<file path="config.mk">
export PLATFORM = sky130hd
export DESIGN_NAME = mem_access_ctrl
export DESIGN_NICKNAME = d
export VERILOG_FILES = /design/src/rtl/mem_access_ctrl.sv
export SDC_FILE = /design/constraint.sdc
export NUM_CORES = 1
export LEC_CHECK = 0
export ABC_AREA = 1
export ABC_CLOCK_PERIOD_IN_PS = 1910
export BUFFER_PORTS_ARGS = -buffer_cell sky130_fd_sc_hd__buf_4
export CELL_PAD_IN_SITES_DETAIL_PLACEMENT = 0
export CELL_PAD_IN_SITES_GLOBAL_PLACEMENT = 1
export CORE_UTILIZATION = 35
export DETAILED_ROUTE_END_ITERATION = 10
export HOLD_SLACK_MARGIN = 0.08
export PLACE_DENSITY_LB_ADDON = 0.1
export SYNTH_ARGS = -nofsm -noshare
export SYNTH_HDL_FRONTEND = slang
export SYNTH_SLANG_ARGS = --single-unit
</file>
<file path="constraint.sdc">
create_clock -name clk -period 1.91 [get_ports clk]
set_input_delay 0.191 -clock clk [delete_from_list [all_inputs] [get_ports clk]]
set_output_delay 0.191 -clock clk [all_outputs]
set_load 0.02 [all_outputs]
</file>
<file path="src/rtl/mem_access_ctrl.sv">
// MEM-stage access controller: turns a pipeline load/store request into
// data-memory bus cycles, holds the bus for WAIT_CYCLES extra cycles, and
// returns the sign/zero-extended load result. Misaligned requests are rejected
// with a one-cycle pulse and never reach the memory.
//
// Handshake: the pipeline presents req_i with op_i/addr_i/wdata_i. While
// stall_o=1 it must hold (or re-present) the request. The request is taken
// on the edge where the FSM is IDLE and req_i carries a valid, aligned op.
// Completion is signalled by a one-cycle done_o, with rdata_o valid during it.
// Requests seen outside IDLE are ignored.
module mem_access_ctrl #(
  parameter int WAIT_CYCLES = 1,
  parameter int MEM_ADDR_W  = 32
) (
  input  logic                  clk,
  input  logic                  rst,
  input  logic                  req_i,
  input  logic [3:0]            op_i,
  input  logic [MEM_ADDR_W-1:0] addr_i,
  input  logic [31:0]           wdata_i,
  output logic                  stall_o,
  output logic                  done_o,
  output logic [31:0]           rdata_o,
  output logic                  misalign_o,
  output logic                  mem_ce_o,
  output logic                  mem_we_o,
  output logic [MEM_ADDR_W-1:0] mem_addr_o,
  output logic [31:0]           mem_data_o,
  output logic [3:0]            mem_byte_slct_o,
  input  logic [31:0]           mem_data_i,
  output logic [1:0]            dbg_state_o
);

  localparam logic [3:0] OP_LB  = 4'd1;
  localparam logic [3:0] OP_LBU = 4'd2;
  localparam logic [3:0] OP_LH  = 4'd3;
  localparam logic [3:0] OP_LHU = 4'd4;
  localparam logic [3:0] OP_LW  = 4'd5;
  localparam logic [3:0] OP_SB  = 4'd6;
  localparam logic [3:0] OP_SH  = 4'd7;
  localparam logic [3:0] OP_SW  = 4'd8;

  typedef enum logic [1:0] {
    S_IDLE   = 2'd0,
    S_ACCESS = 2'd1,
    S_DONE   = 2'd2,
    S_ERR    = 2'd3
  } state_t;

  state_t                  state_q, state_d;
  logic [3:0]              cnt_q;
  logic [3:0]              op_q;
  logic [MEM_ADDR_W-1:0]   addr_q;
  logic [31:0]             wdata_q;
  logic [31:0]             rdata_q;

  logic                    op_valid, misalign, req_ok, req_bad;
  logic [31:0]             wdata_placed;
  logic                    is_store;
  logic [3:0]              lanes;
  logic [7:0]              byte_sel;
  logic [15:0]             half_sel;
  logic [31:0]             load_result;

  // Decode the incoming request: validity, alignment and store-data placement.
  always_comb begin
    op_valid = (op_i >= OP_LB) && (op_i <= OP_SW);
    misalign = (((op_i == OP_LH) || (op_i == OP_LHU) || (op_i == OP_SH)) && addr_i[0]) ||
               (((op_i == OP_LW) || (op_i == OP_SW)) && (addr_i[1:0] != 2'b00));
    req_ok   = req_i && op_valid && !misalign;
    req_bad  = req_i && op_valid && misalign;
    case (op_i)
      OP_SB:   wdata_placed = {4{wdata_i[7:0]}};
      OP_SH:   wdata_placed = {2{wdata_i[15:0]}};
      OP_SW:   wdata_placed = wdata_i;
      default: wdata_placed = 32'd0;
    endcase
  end

  // Byte lanes and load extension from the latched op and offset (big-endian).
  always_comb begin
    is_store = (op_q == OP_SB) || (op_q == OP_SH) || (op_q == OP_SW);
    case (op_q)
      OP_LB, OP_LBU, OP_SB: lanes = 4'b1000 >> addr_q[1:0];
      OP_LH, OP_LHU, OP_SH: lanes = addr_q[1] ? 4'b0011 : 4'b1100;
      OP_LW, OP_SW:         lanes = 4'b1111;
      default:              lanes = 4'b0000;
    endcase
    case (addr_q[1:0])
      2'd0:    byte_sel = mem_data_i[31:24];
      2'd1:    byte_sel = mem_data_i[23:16];
      2'd2:    byte_sel = mem_data_i[15:8];
      default: byte_sel = mem_data_i[7:0];
    endcase
    half_sel = addr_q[1] ? mem_data_i[15:0] : mem_data_i[31:16];
    case (op_q)
      OP_LB:   load_result = {{24{byte_sel[7]}}, byte_sel};
      OP_LBU:  load_result = {24'd0, byte_sel};
      OP_LH:   load_result = {{16{half_sel[15]}}, half_sel};
      OP_LHU:  load_result = {16'd0, half_sel};
      OP_LW:   load_result = mem_data_i;
      default: load_result = 32'd0;
    endcase
  end

  // State register; reset drops the bus immediately since outputs decode state.
  always_ff @(posedge clk or negedge rst) begin
    if (!rst) state_q <= S_IDLE;
    else      state_q <= state_d;
  end

  // Request latch, wait counter and load-result capture.
  always_ff @(posedge clk or negedge rst) begin
    if (!rst) begin
      cnt_q   <= 4'd0;
      op_q    <= 4'd0;
      addr_q  <= '0;
      wdata_q <= 32'd0;
      rdata_q <= 32'd0;
    end else if (state_q == S_IDLE) begin
      if (req_ok) begin
        op_q    <= op_i;
        addr_q  <= addr_i;
        wdata_q <= wdata_placed;
        cnt_q   <= 4'(WAIT_CYCLES);
      end
    end else if (state_q == S_ACCESS) begin
      if (cnt_q == 4'd0) rdata_q <= load_result;
      else               cnt_q   <= cnt_q - 4'd1;
    end
  end

  // Next-state logic and all bus/pipeline outputs.
  always_comb begin
    state_d         = state_q;
    stall_o         = 1'b0;
    done_o          = 1'b0;
    misalign_o      = 1'b0;
    mem_ce_o        = 1'b0;
    mem_we_o        = 1'b0;
    mem_addr_o      = '0;
    mem_data_o      = 32'd0;
    mem_byte_slct_o = 4'd0;
    case (state_q)
      S_IDLE: begin
        stall_o = req_ok;
        if (req_ok)       state_d = S_ACCESS;
        else if (req_bad) state_d = S_ERR;
      end
      S_ACCESS: begin
        stall_o         = 1'b1;
        mem_ce_o        = 1'b1;
        mem_we_o        = is_store;
        mem_addr_o      = {addr_q[MEM_ADDR_W-1:2], 2'b00};
        mem_data_o      = wdata_q;
        mem_byte_slct_o = lanes;
        if (cnt_q == 4'd0) state_d = S_DONE;
      end
      S_DONE: begin
        done_o  = 1'b1;
        state_d = S_IDLE;
      end
      default: begin
        misalign_o = 1'b1;
        state_d    = S_IDLE;
      end
    endcase
  end

  assign rdata_o     = rdata_q;
  assign dbg_state_o = state_q;

endmodule

</file>
Word level (Yosys, flattened, before mapping)

Cells that the tools add are included.

Flip-flop bits (word level): 106
Input port bits: 103
Output and inout bits: 107
Word-level logic and storage cells: 81

$add $sub $neg: 1
$lt $le $gt $ge: 2
Equal/unequal tests: 22
Shifts and indexed selects: 1
Mux-type cells: 22
Bitwise gates (word level): 1
Reduce and logical (&&, ||, !) cells: 26

Operator list:

| kind                                                                                | number |
|---|---|
| 32-bit case mux with 5 select lines                                                 | 1 |
| 32-bit case mux with 3 select lines                                                 | 1 |
| 32-bit 2-to-1 mux                                                                   | 2 |
| 4-bit by 3-bit equality test with 1-bit output, second input constant               | 8 |
| 4-bit 2-to-1 mux                                                                    | 6 |
| 8-bit case mux with 3 select lines                                                  | 1 |
| 16-bit 2-to-1 mux                                                                   | 1 |
| 4-bit by 2-bit equality test with 1-bit output, second input constant               | 3 |
| 4-bit case mux with 3 select lines                                                  | 1 |
| 3-bit OR reduction                                                                  | 3 |
| 4-bit equality test, second input constant                                          | 2 |
| 1-bit logical AND                                                                   | 6 |
| 1-bit logical OR                                                                    | 6 |
| 2-bit 2-to-1 mux                                                                    | 3 |
| 3-bit AND reduction                                                                 | 2 |
| 2-bit by 1-bit equality test with 1-bit output, second input constant               | 2 |
| 2-bit equality test, second input constant                                          | 2 |
| 4-bit by 1-bit equality test with 1-bit output, second input constant               | 1 |
| 4-bit by 1-bit greater-or-equal comparator with 1-bit output, second input constant | 1 |
| 4-bit less-or-equal comparator, second input constant                               | 1 |
| 2-bit logical NOT                                                                   | 2 |
| 4-bit logical NOT                                                                   | 1 |
| 1-bit 2-to-1 mux                                                                    | 4 |
| 2-bit != test, second input constant                                                | 2 |
| other kinds (11)                                                                    | 13 |

Logic depth before layout (Yosys ltp)

Gate-level depths: netlist of the first run.

Depth after elaboration: 9
Depth in mapped cells: 12
Mapped depth without buffers: 10

Worst setup path before layout of the first run

Ideal clock, no wire load.

Path kind: flip-flop to output port
Start: reg state_q[1], in the netlist dbg_state_o[1]
End: out stall_o
Data arrival time: 1,444 ps
Slack: 275 ps
Stages on the path, launching flop included: 6
Buffers on the path: 2
Cell sequence: dfrtp_1 > inv_1 > nand2_1 > clkbuf_1 > clkbuf_1 > nand2_1

Longest elaborated chain between the ends: 2

Ends and longest elaborated chain:

| what                                                                                       | line | text |
|---|---|---|
| start: declaration                                                                         | 50   | `state_t state_q, state_d;` |
| start signal: assignment                                                                   | 109  | `else state_q <= state_d;` |
| 2-bit by 1-bit equality test with 1-bit output / 2-bit logical NOT (equally long branches) | 144  | `case (state_q)` |
| 1-bit case mux with 2 select lines *                                                       | 144  |  |
| end: declaration                                                                           | 21   | `output logic stall_o,` |

Mark *: on every way between the ends. The rest lies on a longest branch, timed or not.

Worst setup path after layout of the first run

Start: reg op_q[2]
End: out mem_byte_slct_o[2]

Longest elaborated chain between the ends: 4

Ends and longest elaborated chain:

| what                                                                         | line | text |
|---|---|---|
| start: declaration                                                           | 52   | `logic [3:0] op_q;` |
| start signal: assignment                                                     | 122  | `op_q <= op_i;` |
| 4-bit by 3-bit equality test with 1-bit output, or another cell as far along | 83   | `case (op_q)` |
| 3-bit OR reduction / 2-bit OR reduction (equally long branches)              | 83   |  |
| 4-bit case mux with 3 select lines *                                         | 83   |  |
| 4-bit 2-to-1 mux *                                                           | 144  |  |
| end: declaration                                                             | 29   | `output logic [3:0] mem_byte_slct_o,` |

Marks and branches as above.

==> metrics.md, run 1 <==
| Metric | Value |
|---|---|
| Status | `complete, no violations` |
| Most used DFF post-synth | `dfrtp_1` |
| Max FO, Critical Path | `4` |
| Clk root buf | `clkbuf_16` |
| Core area | `0.0167 mm^2` |
| Non-Filler Instances | `1378` |
| Worst hold path type | `input port to register` |
| PD cells | `1370 mW/mm^2` |
| Total power | `11.8 mW` |
| RR Endpoint | `rdata_o[4]` |
| Initial DRC count | `301` |
| Site Rows | `47` |
| Seq cells post-synth | `106` |
| Critical path buffer and inverter count | `3` |
| Routed wire per std cell | `13.7 um` |
| Largest net degree at the start of global routing | `40` |
| Area growth syn-to-layout | `43.3%` |
| Final Hold Vio Count | `0` |
| Layout net count | `1258` |
| Worst path cell trace | `inv_2 > nor2_4 > nand2_2 > o21ai_4 > nand2_1 > nand2_1 > nand2_1 > inv_1 > buf_6` |
| Met2 routed WL | `9.13 mm` |
| Critical path arrival | `1.64 ns` |
| Crit path largest cell delay | `0.42 ns` |
| Clk buf depth | `2` |
| Worst Path Class, Setup | `register to output port` |
| Mapped Cells | `910` |
| Post-DP HPWL | `13.9 mm` |
| Post-synth EDFFs | `0` |
| Worst-Skew Late Latency | `0.35 ns` |
| Layout Skew | `0.00640 ns` |
| Max Cap Viol | `0` |
| Most frequent cell after synthesis | `nand2_1` |
| Cell area after synthesis | `0.00603 mm^2` |
| Worst Setup Start Kind | `register` |
| Required @ worst endpoint | `1.72 ns` |
| Met1 WL | `8.55 mm` |
| Port Buf Inserts | `207` |
| Post-Syn Area per Cell | `6.63 um^2` |
| Proportion of layout cells with a drive suffix above 1 | `0.250` |
| Hold_ws | `0.118 ns` |
| Vias per cell | `4.64` |
| Fill count | `1769` |
| DRC viols | `0` |
| Register area share after synthesis | `0.440` |
| Worst slack at placement | `0.0693 ns` |
| Setup TNS | `0 ns` |
| Slew headroom | `0.540` |
| Period utilization | `0.959` |
| Die Wd | `133 um` |
| Antenna-violating nets left | `0` |
| Num CTS Buffers | `9` |
| Commonest cells in the netlist | `nand2_1 (372), inv_1 (114), dfrtp_1 (106), nor2_1 (102), nand3_1 (60)` |
| Die Ht | `133 um` |
| Initial antenna violation count | `0` |
| Crit. End Element | `output port` |
| Distinct cell type count after synthesis | `26` |
| FF-to-FF Start | `addr_q[1]` |
| Min Clock Period, post-route | `1.83 ns` |
| Synth area leader | `dfrtp_1` |
| Vias | `6392` |
| RSZ-0062 raised after global routing | `yes` |
| Achievable frequency | `0.546 GHz` |
| DR pass1 iterations | `5` |
| Critical Path Stages | `9` |
| R2R cell count | `8` |
| Area share of the largest cell type after synthesis | `0.440` |
| Clock slew at reported path FFs | `0.07 ns` |
| Met3 wire length | `1.03 mm` |
| Die area | `0.0178 mm^2` |
| Largest delay share family, worst path | `simple AND/OR/NAND/NOR gates` |
| Most frequent CP cell | `nand2_1` |
| Number of global-route vias before repair | `6154` |
| Final setup violating endpoints | `0` |
| Global Route Usage Sum | `0.215` |
| Post-Route WL | `18.9 mm` |
| Clock sinks | `106` |
| CTS tree | `done` |
| Area contributors post-synth | `dfrtp_1 (44%), nand2_1 (23%), inv_1 (7.1%)` |
| First-pass GRT wire length | `30.5 mm` |
| Starting Density | `0.361` |
| Final GP Congestion | `0.804` |
| Worst Setup SP | `op_q[2]` |
| H-tree Lvls | `3` |
| Slew Viols, Final | `0` |
| Final worst slack | `0.0786 ns` |
| Gr ovfl total | `0` |
| Async SR Flop Fraction | `1.00` |
| Reg2reg setup slack | `0.29 ns` |
| Io pins | `210` |
| Worst vdd ir | `0.000675 V` |
| Crit path max-delay cell type | `dfrtp_1` |
| Tightest Pin Transition | `0.685 ns` |
| DR top layer | `met4` |
| N_diodes | `0` |
| Setup crit end | `mem_byte_slct_o[2]` |
| LEAKAGE | `4.86 nW` |
| Synthesis Warnings | `0` |
| Placed insts | `1328` |
-- power breakdown --
part / internal (mW) / total [mW] / switching [mW]
registers: 3.17 / 3.77 / 0.602
clock network: 0.909 / 1.82 / 0.911
logic: 2.50 / 6.25 / 3.75
-- worst min-delay path by stage --
| stage | from | to | slack [ns] | cells after the start |
|---|---|---|---|---|
| floorplan | rst | addr_q[0] | -0.10 | 0 |
| global placement | rst | rdata_o[10] | 0.22 | 1 |
| detailed placement | rst | rdata_o[6] | 0.23 | 1 |
| CTS | wdata_i[6] | wdata_q[6] | 0.10 | 3 |
| global route | wdata_i[2] | wdata_q[2] | 0.13 | 3 |
| finish | wdata_i[6] | wdata_q[6] | 0.12 | 3 |
-- sequential cells by signal, summed over array words and instances, names as in the netlist --
name and cells:
addr_q 32, wdata_q 32, rdata_o 32, dbg_state_o 2, op_q 4, cnt_q 4
-- stage by stage --
step,instance area (um^2),utilization
after floorplan,6040,-
after global placement,7940,0.476
after detailed placement,7940,0.476
final,8650,0.518
after CTS,8560,0.512
after global routing,8650,0.518
-- routing by layer --
metal / vias to the layer above / global-route usage
met3: 14 / 0.0422
met1: 2952 / 0.280
met4: 0 / 0.0429
met5: - / 0
li1: 3252 / -
met2: 174 / 0.369
-- worst reg2reg max path, stage by stage (launching register included) --
cell     delay (ns)
dfrtp_1        0.39
inv_1          0.16
buf_4          0.26
o21ai_0        0.17
or2_2          0.31
nand3_1        0.07
nand2_1        0.05
nand2_1        0.06
nand2_1        0.05
-- layout make-up --
cell class	instances	area, um^2	area share
multi-input cells	642	2780	0.321
clock buffers	9	225	0.0260
repair buffers	275	2210	0.255
inverters	119	448	0.0518
well taps	220	275	0.0318
flip-flops and latches	106	2660	0.307
clock inverters	7	62.6	0.00723
-- kinds of logic after synthesis --
logic type	count (synthesis)	share of synthesized area
AND/OR/NAND/NOR	542	0.354
flip-flops	106	0.440
adder cells (fa/ha/maj)	2	0.00415
buffers and inverters	163	0.114
AO/OA/AOI/OAI	94	0.0846
XOR/XNOR	2	0.00290
other	1	0.000622
-- cells in the final DEF (no fill, tap or decap), drive strengths merged --
master,count
o211ai,3
a21boi,1
buf,244
a21oi,20
nor2,104
conb,2
clkbuf,9
xor2,2
dlygate4sd3,31
a22oi,12
nand2,372
inv,120
ha,2
nand3,60
nand4,4
clkinvlp,2
nor3,1
o21ai,58
clkinv,4
dfrtp,106
or2,1
-- repair_timing --
action | in CTS | in global routing
hold endpoints to repair | 63 | 0
resized for setup | 7 | 22
pin swaps | 0 | 8
endpoints found under the setup margin | 5 | 12
hold buffers | 31 | 0
gates cloned | 0 | 0
setup buffers | 0 | 3
(Power assumes the default switching activity.)
==> run 2, diff against run 1 <==
--- a/config.mk
+++ b/config.mk
@@ -5,15 +5,15 @@
 export SDC_FILE = /design/constraint.sdc
 export NUM_CORES = 1
 export LEC_CHECK = 0
-export ABC_AREA = 1
 export ABC_CLOCK_PERIOD_IN_PS = 1910
 export BUFFER_PORTS_ARGS = -buffer_cell sky130_fd_sc_hd__buf_4
 export CELL_PAD_IN_SITES_DETAIL_PLACEMENT = 0
 export CELL_PAD_IN_SITES_GLOBAL_PLACEMENT = 1
-export CORE_UTILIZATION = 35
+export CORE_UTILIZATION = 38
 export DETAILED_ROUTE_END_ITERATION = 10
 export HOLD_SLACK_MARGIN = 0.08
 export PLACE_DENSITY_LB_ADDON = 0.1
+export SLEW_MARGIN = 0
 export SYNTH_ARGS = -nofsm -noshare
 export SYNTH_HDL_FRONTEND = slang
 export SYNTH_SLANG_ARGS = --single-unit
==> constraint.sdc (replaced) <==
create_clock -name clk -period 1.91 [get_ports clk]
set_input_delay 0.0955 -clock clk [delete_from_list [all_inputs] [get_ports clk]]
set_output_delay 0.0955 -clock clk [all_outputs]
set_load 0.02 [all_outputs]
==> run 2 against run 1 <==
Compared with the run above:
- clock power rose by 5%
- sequential power is 4% higher
- flip-flop and latch count is the same
- total power increased by 15%
- critical endpoint is now mem_byte_slct_o[3]
==> metrics.md, run 2 <==
| Metric | Value |
|---|---|
| Synthesis Warnings | `0 (unchanged)` |
| Final worst slack | `0.0343 ns (-0.0443 ns)` |
| N_diodes | `0 (unchanged)` |
| LEAKAGE | `4.57 nW (-6.0%)` |
| Initial DRC count | `285 (-5.3%)` |
| Proportion of layout cells with a drive suffix above 1 | `0.386 (+0.137)` |
| Tightest Pin Transition | `0.514 ns (-0.171 ns)` |
| Reg2reg setup slack | `0.08 ns (-0.21 ns)` |
| Vias per cell | `5.07 (+9.3%)` |
| Min Clock Period, post-route | `1.88 ns (+0.0443 ns)` |
| Slew headroom | `0.656 (+0.116)` |
| PD cells | `1440 mW/mm^2 (+5.1%)` |
| Placed insts | `1047 (-21%)` |
| Die Ht | `128 um (-3.7%)` |
| Switching fraction of total power | `0.403 (-0.0419)` |
| Worst slack at placement | `0.00347 ns (-0.0658 ns)` |
| Required @ worst endpoint | `1.81 ns (+0.09 ns)` |
| Area growth syn-to-layout | `56.0%` |
| Seq cells post-synth | `106 (unchanged)` |
| Internal power | `8.12 mW (+24%)` |
| Site Rows | `45 (-4.3%)` |
| Met2 Track Usage GR | `0.408 (+0.0393)` |
| H-tree Lvls | `3 (unchanged)` |
| Io pins | `210 (unchanged)` |
| Die area | `0.0165 mm^2 (-7.3%)` |
| Worst Path Class, Setup | `register to output port` |
| Die Wd | `128 um (-3.7%)` |
| Starting Density | `0.394 (+0.0331)` |
| Max Cap Viol | `0 (unchanged)` |
| Met1 Resource Use GR | `0.276 (-0.00306)` |
| Most frequent cell after synthesis | `dfrtp_1` |
| Worst hold path type | `input port to register` |
| Most used DFF post-synth | `dfrtp_1` |
| Area share of the largest cell type after synthesis | `0.438 (-0.00209)` |
| Most common cell after layout, fill and taps aside | `buf_4` |
| Global Route Usage Sum | `0.233 (+0.0189)` |
| CTS tree | `done` |
| DRC viols | `0 (unchanged)` |
| Worst vdd ir | `0.000843 V (+25%)` |
| Final setup violating endpoints | `0 (unchanged)` |
| First-pass GRT wire length | `30.1 mm (-1.3%)` |
| Most frequent cells in the layout | `buf_4 (254), dfrtp_1 (102), dlygate4sd3_1 (84)` |
| Routed wire per std cell | `16.3 um (+19%)` |
| Commonest cells in the netlist | `dfrtp_1 (106), nor2_1 (57), and2_1 (56), nand2_1 (54), a21oi_1 (44)` |
| Achievable frequency | `0.533 GHz (-2.4%)` |
| Grt peak-use layer | `met2` |
| Synth area leader | `dfrtp_1` |
| Post-Syn Area per Cell | `9.65 um^2 (+46%)` |
| Vias | `5886 (-7.9%)` |
| Mapped Cells | `628 (-31%)` |
| Clk buf depth | `2 (unchanged)` |
| Combinational share of power | `0.571 (+0.043)` |
| Core area | `0.0154 mm^2 (-8.0%)` |
| Crit. End Element | `output port` |
| Fill count | `1324 (-25%)` |
| Port Buf Inserts | `207 (unchanged)` |
| Number of global-route vias before repair | `6073 (-1.3%)` |
| Critical path arrival | `1.78 ns (+0.14 ns)` |
| Post-synth EDFFs | `0 (unchanged)` |
| Clock sinks | `106 (unchanged)` |
| Sw Pwr | `5.47 mW (+4.0%)` |
| Layout net count | `1050 (-17%)` |
| Period utilization | `0.982 (+0.0232)` |
| Clk root buf | `clkbuf_16` |
| Clock power share | `0.140 (-0.014)` |
| Status | `complete, no violations` |
| Distinct cell type count after synthesis | `58 (+120%)` |
| Total power | `13.6 mW (+15%)` |
| Post-Route WL | `19.0 mm (+0.45%)` |
| Worst-Skew Late Latency | `0.35 ns (about the same)` |
| Gr ovfl total | `0 (unchanged)` |
| Cell area after synthesis | `0.00606 mm^2 (+0.48%)` |
| Antenna-violating nets left | `0 (unchanged)` |
| Storage cell area | `0.00266 mm^2 (about the same)` |
| DR pass1 iterations | `5 (unchanged)` |
| Layout Skew | `0.00534 ns (-0.00107 ns)` |
| Async SR Flop Fraction | `1.00 (unchanged)` |
| Max FO, Critical Path | `6 (+2)` |
| Clock slew at reported path FFs | `0.07 ns (about the same)` |
| Non-Filler Instances | `1161 (-16%)` |
| Largest net degree at the start of global routing | `60 (+50%)` |
| Post-DP HPWL | `13.7 mm (-1.5%)` |
| Num CTS Buffers | `9 (unchanged)` |
| Worst Setup Start Kind | `register` |
| Initial antenna violation count | `0 (unchanged)` |
| Final Hold Vio Count | `0 (unchanged)` |
| RSZ-0062 raised after global routing | `yes` |
| Area of the multi-input gates | `0.00315 mm^2 (+13%)` |
| Register area share after synthesis | `0.438 (-0.00209)` |
| Final GP Congestion | `0.831 (+3.3%)` |
| Area contributors post-synth | `dfrtp_1 (44%), mux2_4 (8.4%), and2_1 (5.8%)` |
| Met3 usage | `0.0576 (+0.0154)` |
| Slew Viols, Final | `0 (unchanged)` |
| Sequential power share | `0.289 (-0.029)` |
[run 2: cell types whose count changed after synthesis, sizes merged, moves of 9 or more]
cell | before | now
inv | 117 | 17
mux2i | 0 | 13
nand3 | 60 | 43
mux2 | 0 | 41
nor2 | 104 | 58
nand2 | 372 | 54
o21ai | 58 | 26
a211o | 0 | 12
and2 | 0 | 56
a21oi | 20 | 55
a22oi | 12 | 21
and3 | 0 | 9
[run 2: layout make-up]
cell class,instances,area share
Clock inverter,6,0.00781
Multi-Input combinational cell,457,0.333
Inverter,17,0.00675
Timing Repair Buffer,354,0.319
Tap cell,211,0.0279
Sequential cell,106,0.281
Clock buffer,10,0.0242
[run 2: path summary, 6_finish.rpt]
check / start / end / cells after the start
max: op_q[1] / mem_byte_slct_o[3] / 7
min: wdata_i[23] / wdata_q[23] / 3
max reg2reg: cnt_q[0] / rdata_o[27] / 8
min reg2reg: rdata_o[2] / rdata_o[2] / 2
max in group asynchronous: rst / addr_q[30] / 3
min in group asynchronous: rst / rdata_o[16] / 2
[run 2: power by group through the flow]
stage | clock, mW | sequential (mW) | combinational (mW)
2_1_floorplan | 0 | 4.08 | 4.23
3_3_place_gp | 0 | 3.92 | 7.12
3_5_place_dp | 0 | 3.96 | 7.21
4_1_cts | 1.97 | 3.91 | 7.61
5_1_grt | 2.07 | 4.06 | 8.38
6_report | 1.91 | 3.92 | 7.76
[run 2: worst max-delay path, stage by stage, from the launching register on]
cell and delay, ns:
dfrtp_2 0.46, buf_4 0.16, nor2b_4 0.16, a211o_1 0.14, nand2_1 0.05, a21o_1 0.18
a21oi_2 0.13, buf_4 0.15
[run 2: metrics by stage]
| stage | cell area (um^2) | util | hold WS [ns] | setup TNS [ns] |
|---|---|---|---|---|
| after floorplan | 6070 | - | -0.200 | 0 |
| after global placement | 8040 | 0.523 | -0.00382 | 0 |
| after detailed placement | 8040 | 0.523 | -0.00456 | 0 |
| after CTS | 9280 | 0.604 | 0.0804 | 0 |
| after global routing | 9450 | 0.615 | 0.0939 | -0.145 |
| final | 9450 | 0.615 | 0.0873 | 0 |
[run 2: kinds of logic after synthesis]
| group | after synthesis | share of synthesized area |
|---|---|---|
| muxes | 55 | 0.122 |
| and+or+nand+nor | 251 | 0.212 |
| adders and majority gates | 2 | 0.00413 |
| AOI/OAI and AO/OA | 144 | 0.162 |
| other | 1 | 0.000619 |
| xor gates and xnor gates | 3 | 0.00434 |
| DFF | 106 | 0.438 |
| buffers and inverters | 66 | 0.0574 |
[run 2: repair_timing]
action / CTS / global route
hold endpoints to repair: 189 / 0
pin swaps: 0 / 10
hold buffers: 84 / 0
cloned: 0 / 2
resized for setup: 17 / 19
endpoints found under the setup margin: 56 / 45
setup buffers: 6 / 6
[run 2: layer usage]
layer / vias to the layer above / wire length, um
met1: 2846 / 7720
met4: 0 / 446
met3: 30 / 1180
met2: 181 / 9640
met5: - / 0
li1: 2829 / -
